File: config.mk
export PLATFORM = sky130hd
export DESIGN_NAME = sc_master
export DESIGN_NICKNAME = d
export VERILOG_FILES = /design/src/rtl/sc_master.sv
export SDC_FILE = /design/constraint.sdc
export NUM_CORES = 1
export LEC_CHECK = 0
export CORE_AREA = 2 2 141 143
export DETAILED_ROUTE_END_ITERATION = 10
export DIE_AREA = 0 0 143 145
export PLACE_DENSITY = 0.76
export SLEW_MARGIN = 15
export SYNTH_ARGS = -nofsm -noshare
export SYNTH_HDL_FRONTEND = slang
export SYNTH_SLANG_ARGS = --single-unit
File: constraint.sdc
create_clock -name clk -period 5.7 [get_ports clk]
set_clock_uncertainty 0.15 [all_clocks]
set_input_delay 0.855 -clock clk [delete_from_list [all_inputs] [get_ports clk]]
set_output_delay 0.855 -clock clk [all_outputs]
set_load 0.02 [all_outputs]
File: src/rtl/sc_master.sv
// Slow-control bus master: takes one request at a time, runs the SETUP/OP/RELEASE
// ack handshake on the sc_* bus, and returns the reply (or a timeout) on rsp_*.
module sc_master #(
  parameter int unsigned TIMEOUT     = 1024,
  parameter logic [31:0] ERR_TIMEOUT = 32'hEEEE0001
) (
  input  logic        clk,
  input  logic        rst,
  input  logic        cmd_valid,
  output logic        cmd_ready,
  input  logic [15:0] cmd_port,
  input  logic [31:0] cmd_addr,
  input  logic [31:0] cmd_subaddr,
  input  logic [31:0] cmd_data,
  input  logic        cmd_wr,
  input  logic        cmd_last,
  output logic [15:0] sc_port,
  output logic [31:0] sc_addr,
  output logic [31:0] sc_subaddr,
  output logic [31:0] sc_data,
  output logic        sc_frame,
  output logic        sc_op,
  output logic        sc_wr,
  input  logic        sc_ack,
  input  logic [31:0] sc_rply_data,
  input  logic [31:0] sc_rply_error,
  output logic        rsp_valid,
  input  logic        rsp_ready,
  output logic [31:0] rsp_data,
  output logic [31:0] rsp_error,
  output logic        rsp_timeout,
  output logic        busy
);

  typedef enum logic [2:0] {IDLE, SETUP, OP, RELEASE, RESP} state_e;

  localparam logic [15:0] CNT_LAST = 16'(TIMEOUT - 1);

  state_e      state_q, state_d;
  logic [15:0] cnt_q, cnt_d;
  logic        last_q, last_d;
  logic        cmd_ready_q, cmd_ready_d;
  logic [15:0] sc_port_q, sc_port_d;
  logic [31:0] sc_addr_q, sc_addr_d;
  logic [31:0] sc_subaddr_q, sc_subaddr_d;
  logic [31:0] sc_data_q, sc_data_d;
  logic        sc_frame_q, sc_frame_d;
  logic        sc_op_q, sc_op_d;
  logic        sc_wr_q, sc_wr_d;
  logic        rsp_valid_q, rsp_valid_d;
  logic [31:0] rsp_data_q, rsp_data_d;
  logic [31:0] rsp_error_q, rsp_error_d;
  logic        rsp_timeout_q, rsp_timeout_d;
  logic        busy_q, busy_d;
  logic        waiting;
  logic        expired;

  assign waiting = (state_q == SETUP) || (state_q == OP) || (state_q == RELEASE);
  assign expired = (cnt_q == CNT_LAST);

  always_comb begin
    state_d       = state_q;
    cnt_d         = cnt_q;
    last_d        = last_q;
    cmd_ready_d   = cmd_ready_q;
    sc_port_d     = sc_port_q;
    sc_addr_d     = sc_addr_q;
    sc_subaddr_d  = sc_subaddr_q;
    sc_data_d     = sc_data_q;
    sc_frame_d    = sc_frame_q;
    sc_op_d       = sc_op_q;
    sc_wr_d       = sc_wr_q;
    rsp_valid_d   = rsp_valid_q;
    rsp_data_d    = rsp_data_q;
    rsp_error_d   = rsp_error_q;
    rsp_timeout_d = rsp_timeout_q;

    if (state_q == IDLE) begin
      if (cmd_valid) begin
        sc_port_d     = cmd_port;
        sc_addr_d     = cmd_addr;
        sc_subaddr_d  = cmd_subaddr;
        sc_data_d     = cmd_data;
        sc_wr_d       = cmd_wr;
        sc_frame_d    = 1'b1;
        last_d        = cmd_last;
        rsp_timeout_d = 1'b0;
        cnt_d         = '0;
        cmd_ready_d   = 1'b0;
        state_d       = SETUP;
      end
    end else if (waiting) begin
      // Timeout wins over a same-cycle ack so an ack racing the limit is never half-consumed.
      if (expired) begin
        rsp_data_d    = '0;
        rsp_error_d   = ERR_TIMEOUT;
        rsp_timeout_d = 1'b1;
        sc_op_d       = 1'b0;
        sc_frame_d    = 1'b0;
        rsp_valid_d   = 1'b1;
        state_d       = RESP;
      end else begin
        cnt_d = cnt_q + 16'd1;
        if (state_q == SETUP && !sc_ack) begin
          sc_op_d = 1'b1;
          cnt_d   = '0;
          state_d = OP;
        end else if (state_q == OP && sc_ack) begin
          rsp_data_d  = sc_rply_data;
          rsp_error_d = sc_rply_error;
          sc_op_d     = 1'b0;
          cnt_d       = '0;
          state_d     = RELEASE;
        end else if (state_q == RELEASE && !sc_ack) begin
          rsp_valid_d = 1'b1;
          state_d     = RESP;
        end
      end
    end else if (state_q == RESP) begin
      if (rsp_ready) begin
        rsp_valid_d = 1'b0;
        if (last_q) sc_frame_d = 1'b0;
        cmd_ready_d = 1'b1;
        state_d     = IDLE;
      end
    end else begin
      state_d = IDLE;
    end

    busy_d = (state_d != IDLE) || sc_frame_d;
  end

  always_ff @(posedge clk) begin
    if (rst) begin
      state_q       <= IDLE;
      cnt_q         <= '0;
      last_q        <= 1'b0;
      cmd_ready_q   <= 1'b1;
      sc_port_q     <= '0;
      sc_addr_q     <= '0;
      sc_subaddr_q  <= '0;
      sc_data_q     <= '0;
      sc_frame_q    <= 1'b0;
      sc_op_q       <= 1'b0;
      sc_wr_q       <= 1'b0;
      rsp_valid_q   <= 1'b0;
      rsp_data_q    <= '0;
      rsp_error_q   <= '0;
      rsp_timeout_q <= 1'b0;
      busy_q        <= 1'b0;
    end else begin
      state_q       <= state_d;
      cnt_q         <= cnt_d;
      last_q        <= last_d;
      cmd_ready_q   <= cmd_ready_d;
      sc_port_q     <= sc_port_d;
      sc_addr_q     <= sc_addr_d;
      sc_subaddr_q  <= sc_subaddr_d;
      sc_data_q     <= sc_data_d;
      sc_frame_q    <= sc_frame_d;
      sc_op_q       <= sc_op_d;
      sc_wr_q       <= sc_wr_d;
      rsp_valid_q   <= rsp_valid_d;
      rsp_data_q    <= rsp_data_d;
      rsp_error_q   <= rsp_error_d;
      rsp_timeout_q <= rsp_timeout_d;
      busy_q        <= busy_d;
    end
  end

  assign cmd_ready   = cmd_ready_q;
  assign sc_port     = sc_port_q;
  assign sc_addr     = sc_addr_q;
  assign sc_subaddr  = sc_subaddr_q;
  assign sc_data     = sc_data_q;
  assign sc_frame    = sc_frame_q;
  assign sc_op       = sc_op_q;
  assign sc_wr       = sc_wr_q;
  assign rsp_valid   = rsp_valid_q;
  assign rsp_data    = rsp_data_q;
  assign rsp_error   = rsp_error_q;
  assign rsp_timeout = rsp_timeout_q;
  assign busy        = busy_q;

endmodule

* Yosys cells after proc, flatten, opt, wreduce, memory -nomap -nowiden
Index checks and enable logic that the tools add are counted.
** Storage, ports and cells
- Bits in registers :: 203
- Latch bits :: 0
- RAM bits :: 0
- Memory bits (read-only) :: 0
- Bits of input ports :: 183
- Output and inout bits :: 183
- Memories :: 0
** Operators by class
- $add $sub $neg :: 1
- Multiply operators :: 0
- Div/mod/pow operators :: 0
- Order comparisons :: 0
- Eq/ne operators :: 12
- Shift-type cells :: 0
- Multiplexer cells :: 46
- Bitwise operators :: 1
- Reductions and logical operators :: 24
** Operators by type and width (count)
- $mux 32 :: 6
- $mux 16 :: 6
- $mux 3 :: 9
- $mux 1 :: 25
- $add 16x1->16 const B :: 1
- $eq 16x10->1 const B :: 1
- $reduce_bool 2->1 :: 7
- $reduce_and 3->1 :: 3
- $reduce_and 4->1 :: 2
- $eq 3x2->1 const B :: 2
- $ne 3x3->1 const B :: 2
- $reduce_and 6->1 :: 1
- $reduce_bool 3->1 :: 2
- $ne 2x1->1 const B :: 2
- $ne 2x2->1 const B :: 2
- $eq 3x1->1 const B :: 1
- $eq 3x3->1 const B :: 1
- $logic_and 1x1->1 :: 3
- $logic_not 3->1 :: 1
- $logic_or 1x1->1 :: 3
- $ne 3x1->1 const B :: 1
- $reduce_and 2->1 :: 1
- $logic_not 1->1 :: 1
- $not 1->1 :: 1

* Longest topological paths before layout
Gate-level depths: netlist of run 1.
- Depth after elaboration :: 10
- Mapped depth :: 8
- Depth with buffers taken out :: 6

* Worst setup path before layout of run 1
Ideal clock, no wire load.
- Path type :: input port to flip-flop
- Start point :: in cmd_valid
- End point :: reg cnt_q[10]
- Library setup time :: 70 ps
- Arrival time :: 2238 ps
- Data required time :: 5480 ps
- Slack :: 3241 ps
- Cell stages on the path :: 6
- Buffers on the path :: 1
- Cell sequence :: or4b_4 > buf_6 > o21ai_4 > o211ai_4 > or4b_1 > a21oi_1
** Between the ends
- Longest elaborated chain between the ends :: 2
** Ends and longest elaborated chain
- from (decl) :: RTL line 9 : input logic cmd_valid,
- $ne 2x2->1 (no source line)
- $reduce_and 3->1 (no source line)
- to (signal assigned) :: RTL line 153 : cnt_q <= cnt_d;
- to (decl) :: RTL line 40 : logic [15:0] cnt_q, cnt_d;
Every way passes these cells.
A chain may end at the register's enable or synchronous reset.

* Final worst setup path of run 1
- Start point :: reg cnt_q[0]
- End point :: reg rsp_data_q[19] (netlist: rsp_data[19])
** Between the ends
- Longest elaborated chain between the ends :: 3
- Elaborated cells on any way between the ends :: 5
** Ends and longest elaborated chain
- $eq 16x10->1 (*) :: RTL line 59 : assign expired = (cnt_q == CNT_LAST);
- $ne 2x2->1 (no source line) or $reduce_bool 2->1 (tied branches)
- $reduce_and 4->1 (no source line)
- to (signal assigned) :: RTL line 164 : rsp_data_q <= rsp_data_d;
- to (decl) :: RTL line 51 : logic [31:0] rsp_data_q, rsp_data_d;
Every way passes the cells marked *; elsewhere a longest branch is shown, timed or not.

==> flow_metrics.py, run 1 <==
metrics = {
    "outcome": {
        "status": "finished, final reports clean",
    },
    "sta": {
        "setup_viol": 0,
        "finalMaxSlewViolations": 0,
        "hold_violations": 0,
        "rsz0062_at_grt": "false",
        "slew_headroom": 0.227,
        "fin_crit_sh": 0.569,
        "fin_tns_setup_ns": 0,
        "tightest_slew_ns": 1.16,
        "fmax_ghz": 0.308,
        "fin_crit_ns": 3.24,
    },
    "power_and_ir_drop": {
        "p_switching_mw": 1.05,
        "p_sw_frac": 0.272,
        "combPwrFrac": 0.205,
        "clkPwrFrac": 0.385,
        "p_int_mw": 2.81,
        "p_per_area_mw_per_mm2": 328,
        "seqPwrFrac": 0.410,
        "ir_worst_vdd_mv": 0.235,
        "p_leak_nw": 4.30,
    },
    "synth": {
        "yosysUniqueCellTypes": 57,
        "ys.flop_type": "dfxtp_1",
        "ys.warnings.count": 0,
        "async_reset_ff_frac": 0,
        "synth-seq-cells": 203,
        "syn_avg_cell_area_um2": 8.68,
        "synth_nets": 1017,
        "syn_inst": 833,
        "synth_area_mm2": 0.00723,
        "ys_seq_area_frac": 0.562,
        "synth_edf_count": 0,
    },
    "route": {
        "wl_per_cell_um": 15.5,
        "route.vias.total": 7033,
        "drt_wl_total_um": 22400,
        "first_iter_violations": 328,
        "viasPerCell": 4.86,
        "ant_nets": 0,
        "drc_errors": 0,
        "drt-pass1-iter-count": 7,
    },
    "global_routing": {
        "use_met1": 0.231,
        "grt_pass1_vias": 6664,
        "met2_usage": 0.346,
        "antenna_found_initial": 0,
        "grt_max_degree": 107,
        "gr-total-overflow": 0,
        "grtUsageTotal": 0.200,
        "busiest_layer": "met2",
        "gr-usage-met3": 0.0663,
        "grt_pass1_wl_um": 34000,
    },
    "clock_network": {
        "cts_buffer_depth": 3,
        "post_cts_buffers": 0,
        "cts_resized": 0,
        "clkTransAtPathRegs_ns": 0.06,
        "clk_latency_ns": 0.50,
        "clock-root-buffer": "clkbuf_16",
        "cts_tree": "done",
        "hold_buffers": 0,
        "cts_inserted_buffers": 23,
        "htreeDepth": 1,
        "clock-sinks": 203,
    },
    "floorplanning": {
        "die_height_um": 145,
        "pin_count": 366,
        "start_util": 0.376,
        "die_x_um": 143,
        "core_area_mm2": 0.0192,
        "fp.dieArea_mm2": 0.0207,
        "rows": 51,
    },
    "cells_and_area": {
        "drive_above_1_share": 0.0448,
        "fillers": 1663,
        "insertedDiodeCount": 0,
        "nets": 1351,
        "final_common_cell": "clkdlybuf4s50_1",
        "syn_to_final_growth_pct": 63.3,
        "post-route-util": 0.614,
        "most-common-layout-cells": "364 x clkdlybuf4s50_1, 243 x nand2_1, 203 x dfxtp_1, 129 x a21oi_1, 51 x a22o_1",
    },
    "placement": {
        "dp_hpwl_um": 15400,
        "port_buffers": 365,
        "gp_congestion": 0.829,
    },
    "critical_path": {
        "critPathKind": "reg -> reg",
        "startpoint_type": "register",
        "crit_arrival_ns": 3.47,
        "worst-path-max-fanout": 37,
        "critPathRequiredTime_ns": 5.93,
        "crit_path_end_kind": "register",
    },
    "worst_hold_path": {
        "hp-class": "reg -> reg",
    },
    "flow_run": {
        "max_cap_viol_count": 0,
    },
}
[kinds of logic after synthesis]
| group | Yosys count | synth area share |
|---|---|---|
| AOI/OAI and AO/OA | 212 | 0.185 |
| xor gates and xnor gates | 3 | 0.00364 |
| adders and majority gates | 1 | 0.00173 |
| DFF | 203 | 0.562 |
| buffers and inverters | 62 | 0.0355 |
| muxes | 2 | 0.00294 |
| and+or+nand+nor | 350 | 0.208 |
[registers in the layout (all words and copies together) (netlist names)]
| register | flops |
|---|---|
| rsp_valid | 1 |
| cmd_ready | 1 |
| sc_op | 1 |
| sc_wr | 1 |
| sc_addr | 32 |
| sc_port | 16 |
| rsp_data | 32 |
| state_q | 3 |
| sc_subaddr | 32 |
| sc_data | 32 |
| busy | 1 |
| cnt_q | 16 |
| rsp_timeout | 1 |
| last_q | 1 |
| rsp_error | 32 |
| sc_frame | 1 |
[worst max-delay path: stages (launching register included)]
cell	delay (ns)
dfxtp_1	0.37
ha_1	0.39
nor2b_1	0.20
nand4_2	0.30
o21ai_1	0.96
nor2_4	0.22
buf_12	0.26
a22o_1	0.26
[power groups by stage]
stage               combinational [mW]  sequential [mW]  clock [mW]
global placement                 0.786             1.61           0
global route                     0.852             1.59        1.58
detailed placement               0.793             1.61           0
CTS                              0.798             1.58        1.52
finish                           0.793             1.58        1.49
floorplan                        0.274             1.73           0
[cell usage after synthesis (all sizes together), types with 2 or more instances]
master / count / share of area
nor3: 16 / 0.011
nor2: 41 / 0.021
nand4: 4 / 0.0043
nor4b: 2 / 0.0033
xnor2: 2 / 0.0024
nand2b: 2 / 0.0017
nor4: 5 / 0.0043
nand3: 4 / 0.0028
a31oi: 2 / 0.0017
or3: 8 / 0.0069
and3: 3 / 0.0026
dfxtp: 203 / 0.56
a22o: 51 / 0.062
o211ai: 3 / 0.0050
nand2: 244 / 0.13
and2: 5 / 0.0043
clkbuf: 49 / 0.025
or3b: 2 / 0.0024
buf: 12 / 0.0095
nand3b: 3 / 0.0031
o21ai: 13 / 0.011
or4b: 2 / 0.0033
o21bai: 4 / 0.0042
a21oi: 129 / 0.089
or4: 2 / 0.0021
nor2b: 2 / 0.0017
[final timing paths]
check             depth (start not counted)  slack [ns]                        end               startpoint
setup reg to reg                          7        2.46  rsp_data[19]$_SDFFE_PP0P_    cnt_q[0]$_SDFFE_PP0P_
hold / removal                            2        0.30    sc_addr[8]$_SDFFE_PP0P_  sc_addr[8]$_SDFFE_PP0P_
setup / recovery                          7        2.46  rsp_data[19]$_SDFFE_PP0P_    cnt_q[0]$_SDFFE_PP0P_
hold reg to reg                           2        0.30    sc_addr[8]$_SDFFE_PP0P_  sc_addr[8]$_SDFFE_PP0P_
[per-stage QoR]
stage	instances	setup WS [ns]	total power, mW	hold slack, ns	instance area (um2)
finish	1447	2.46	3.86	0.301	11800
global route	1447	2.22	4.03	0.316	11800
CTS	1446	2.36	3.90	0.303	11800
detailed placement	1406	1.96	2.41	0.295	11000
global placement	1406	2.03	2.39	0.290	11000
floorplan	833	3.24	2.00	0.284	7230
[final cells by class]
cell class                      count  area [um2]  share of cell area
Clock buffer                       33         643              0.0545
Clock inverter                      7         110             0.00933
Inverter                            1        3.75            0.000318
Multi-Input combinational cell    568        2930               0.249
Sequential cell                   203        4060               0.344
Tap cell                          265         332              0.0281
Timing Repair Buffer              370        3710               0.315
[routing by layer]
metal	vias to the layer above	routed length, um
li1	3497	-
met1	3229	8890
met2	256	10900
met3	51	1880
met4	0	739
met5	-	0
Note: power is estimated with default switching activity, not from simulation.
==> inputs of run 2 (changes only) <==
--- a/config.mk
+++ b/config.mk
@@ -5,10 +5,10 @@
 export SDC_FILE = /design/constraint.sdc
 export NUM_CORES = 1
 export LEC_CHECK = 0
-export CORE_AREA = 2 2 141 143
+export CORE_AREA = 2 2 142 144
 export DETAILED_ROUTE_END_ITERATION = 10
-export DIE_AREA = 0 0 143 145
-export PLACE_DENSITY = 0.76
+export DIE_AREA = 0 0 144 146
+export PLACE_DENSITY = 0.75
 export SLEW_MARGIN = 15
 export SYNTH_ARGS = -nofsm -noshare
 export SYNTH_HDL_FRONTEND = slang
==> constraint.sdc (replaced) <==
create_clock -name clk -period 3.1 [get_ports clk]
set_clock_uncertainty 0.15 [all_clocks]
set_input_delay 0.465 -clock clk [delete_from_list [all_inputs] [get_ports clk]]
set_output_delay 0.465 -clock clk [all_outputs]
set_load 0.02 [all_outputs]
==> run 2 against run 1 <==
Clock power up 67%. Worst setup slack worse by 1.8 ns. Utilization shrank 0.56 points. Power increased by 77%. Register-to-register slack lost 1.8 ns. Wire length is 1.7% higher. Critical path depth decreased by 2. Cell area decreased by 0.26%. Hold slack got worse by 0.10 ns. Non-clock buffer count increased by 6. Critical path type unchanged. Largest cell class unchanged. Largest power group unchanged.
==> flow_metrics.py, run 2 (synthesis gave the netlist of run 1 again) <==
metrics = {
    "outcome": {
        "status": "finished, final reports clean",
    },
    "sta": {
        "hold_violations": 0,
        "tightest_slew_ns": 0.971,
        "finalMaxSlewViolations": 0,
        "slew_headroom": 0.351,
        "setup_viol": 0,
        "fin_crit_ns": 2.46,
        "rsz0062_at_grt": "false",
        "fmax_ghz": 0.406,
        "fin_crit_sh": 0.795,
        "fin_ws_ns": 0.637,
        "fin_tns_setup_ns": 0,
    },
    "global_routing": {
        "grt_pass1_vias": 6726,
        "grt_pass1_wl_um": 35300,
        "antenna_found_initial": 0,
        "met2_usage": 0.363,
        "gr-total-overflow": 0,
        "gr-usage-met3": 0.0665,
        "grtUsageTotal": 0.207,
        "use_met1": 0.241,
        "busiest_layer": "met2",
        "grt_max_degree": 111,
    },
    "critical_path": {
        "reg2reg_depth": 5,
        "worst-path-max-fanout": 12,
        "crit_arrival_ns": 2.74,
        "critPathKind": "reg -> reg",
        "r2r-end": "rsp_error[25]$_SDFFE_PP0P_",
        "crit_path_max_incr_delay_ns": 0.87,
        "slowest_stage": "o21bai_1",
        "startpoint": "cnt_q[15]$_SDFFE_PP0P_",
        "crit_path_end_kind": "register",
        "ff2ff_setup_slack_ns": 0.64,
        "startpoint_type": "register",
        "path_cells": "nor4_1, nand4_2, o21bai_1, nor2_1, nor3_1",
        "reg2reg_from": "cnt_q[15]$_SDFFE_PP0P_",
        "critPathRequiredTime_ns": 3.37,
    },
    "floorplanning": {
        "start_util": 0.374,
        "pin_count": 366,
        "fp.dieArea_mm2": 0.0210,
        "die_height_um": 146,
        "core_area_mm2": 0.0193,
        "rows": 51,
        "die_x_um": 144,
    },
    "route": {
        "route.vias.total": 7046,
        "drt-pass1-iter-count": 4,
        "wl_per_cell_um": 15.7,
        "ant_nets": 0,
        "viasPerCell": 4.86,
        "drc_errors": 0,
        "drt_wl_total_um": 22800,
        "first_iter_violations": 304,
    },
    "power_and_ir_drop": {
        "ir_worst_vdd_mv": 0.426,
        "p_per_area_mw_per_mm2": 583,
        "p_total_mw": 6.86,
        "p_leak_nw": 4.29,
    },
    "cells_and_area": {
        "most-common-layout-cells": "364 x clkdlybuf4s50_1, 243 x nand2_1, 203 x dfxtp_1, 129 x a21oi_1, 51 x a22o_1",
        "final_common_cell": "clkdlybuf4s50_1",
        "drive_above_1_share": 0.0472,
        "final_cells": 1451,
        "fillers": 1680,
        "insertedDiodeCount": 0,
        "syn_to_final_growth_pct": 62.9,
        "nets": 1357,
        "multiInputGateArea_mm2": 0.00293,
        "regArea_mm2": 0.00406,
    },
    "placement": {
        "pre_cts_ws_ns": 0.257,
        "gp_congestion": 0.848,
        "port_buffers": 365,
        "dpl.cell_count": 1412,
        "dp_hpwl_um": 15900,
    },
    "clock_network": {
        "clk_latency_ns": 0.50,
        "clkTransAtPathRegs_ns": 0.06,
        "cts_buffer_depth": 3,
        "clock-root-buffer": "clkbuf_16",
        "post_cts_buffers": 0,
        "cts_resized": 0,
        "hold_buffers": 0,
        "htreeDepth": 1,
        "cts_inserted_buffers": 23,
        "clock-sinks": 203,
        "cts_tree": "done",
    },
    "worst_hold_path": {
        "min_path_cells": 2,
        "holdPathEnd": "sc_op$_SDFFE_PP0P_",
        "holdCritStartpoint": "rst",
        "hp-class": "in -> reg",
    },
    "flow_run": {
        "max_cap_viol_count": 0,
    },
}
run 2: power by group:
group	switching, mW	internal, mW
Combinational	0.767	0.694
Clock	1.03	1.45
Sequential	0.105	2.80
run 2: critical path: cells and delay by family, from the launching register on:
| family | cells | cell delay [ns] |
|---|---|---|
| and+or+nand+nor | 4 | 1.03 |
| AOI/OAI and AO/OA | 1 | 0.87 |
| DFF | 1 | 0.34 |
run 2: layer usage:
layer / vias to the layer above / wire length [um]
met5: - / 0
li1: 3507 / -
met2: 263 / 11300
met1: 3232 / 9020
met3: 44 / 1960
met4: 0 / 560
run 2: how the worst max path moves through the flow:
| stage | slack [ns] | cells after the start | endpoint |
|---|---|---|---|
| floorplan | 1.00 | 7 | cnt_q[10]$_SDFFE_PP0P_ |
| global placement | 0.30 | 6 | rsp_data[11]$_SDFFE_PP0P_ |
| detailed placement | 0.26 | 6 | rsp_error[11]$_SDFFE_PP0P_ |
| CTS | 0.58 | 5 | rsp_error[25]$_SDFFE_PP0P_ |
| global route | 0.30 | 5 | rsp_error[26]$_SDFFE_PP0P_ |
| finish | 0.64 | 5 | rsp_error[25]$_SDFFE_PP0P_ |
run 2: cell type report:
cell class,instances,share of cell area
clock inverters,3,0.00149
inverters,1,0.000319
multi-input cells,568,0.249
flip-flops and latches,203,0.345
well taps,265,0.0282
clock buffers,35,0.0561
repair buffers,376,0.319
run 2: metrics by stage:
stage | util | cell area [um2] | hold WS [ns]
4_1_cts | 0.608 | 11800 | 0.173
3_5_place_dp | 0.573 | 11100 | 0.295
2_1_floorplan | - | 7230 | 0.284
6_report | 0.609 | 11800 | 0.196
3_3_place_gp | 0.573 | 11100 | 0.290
5_1_grt | 0.609 | 11800 | 0.202
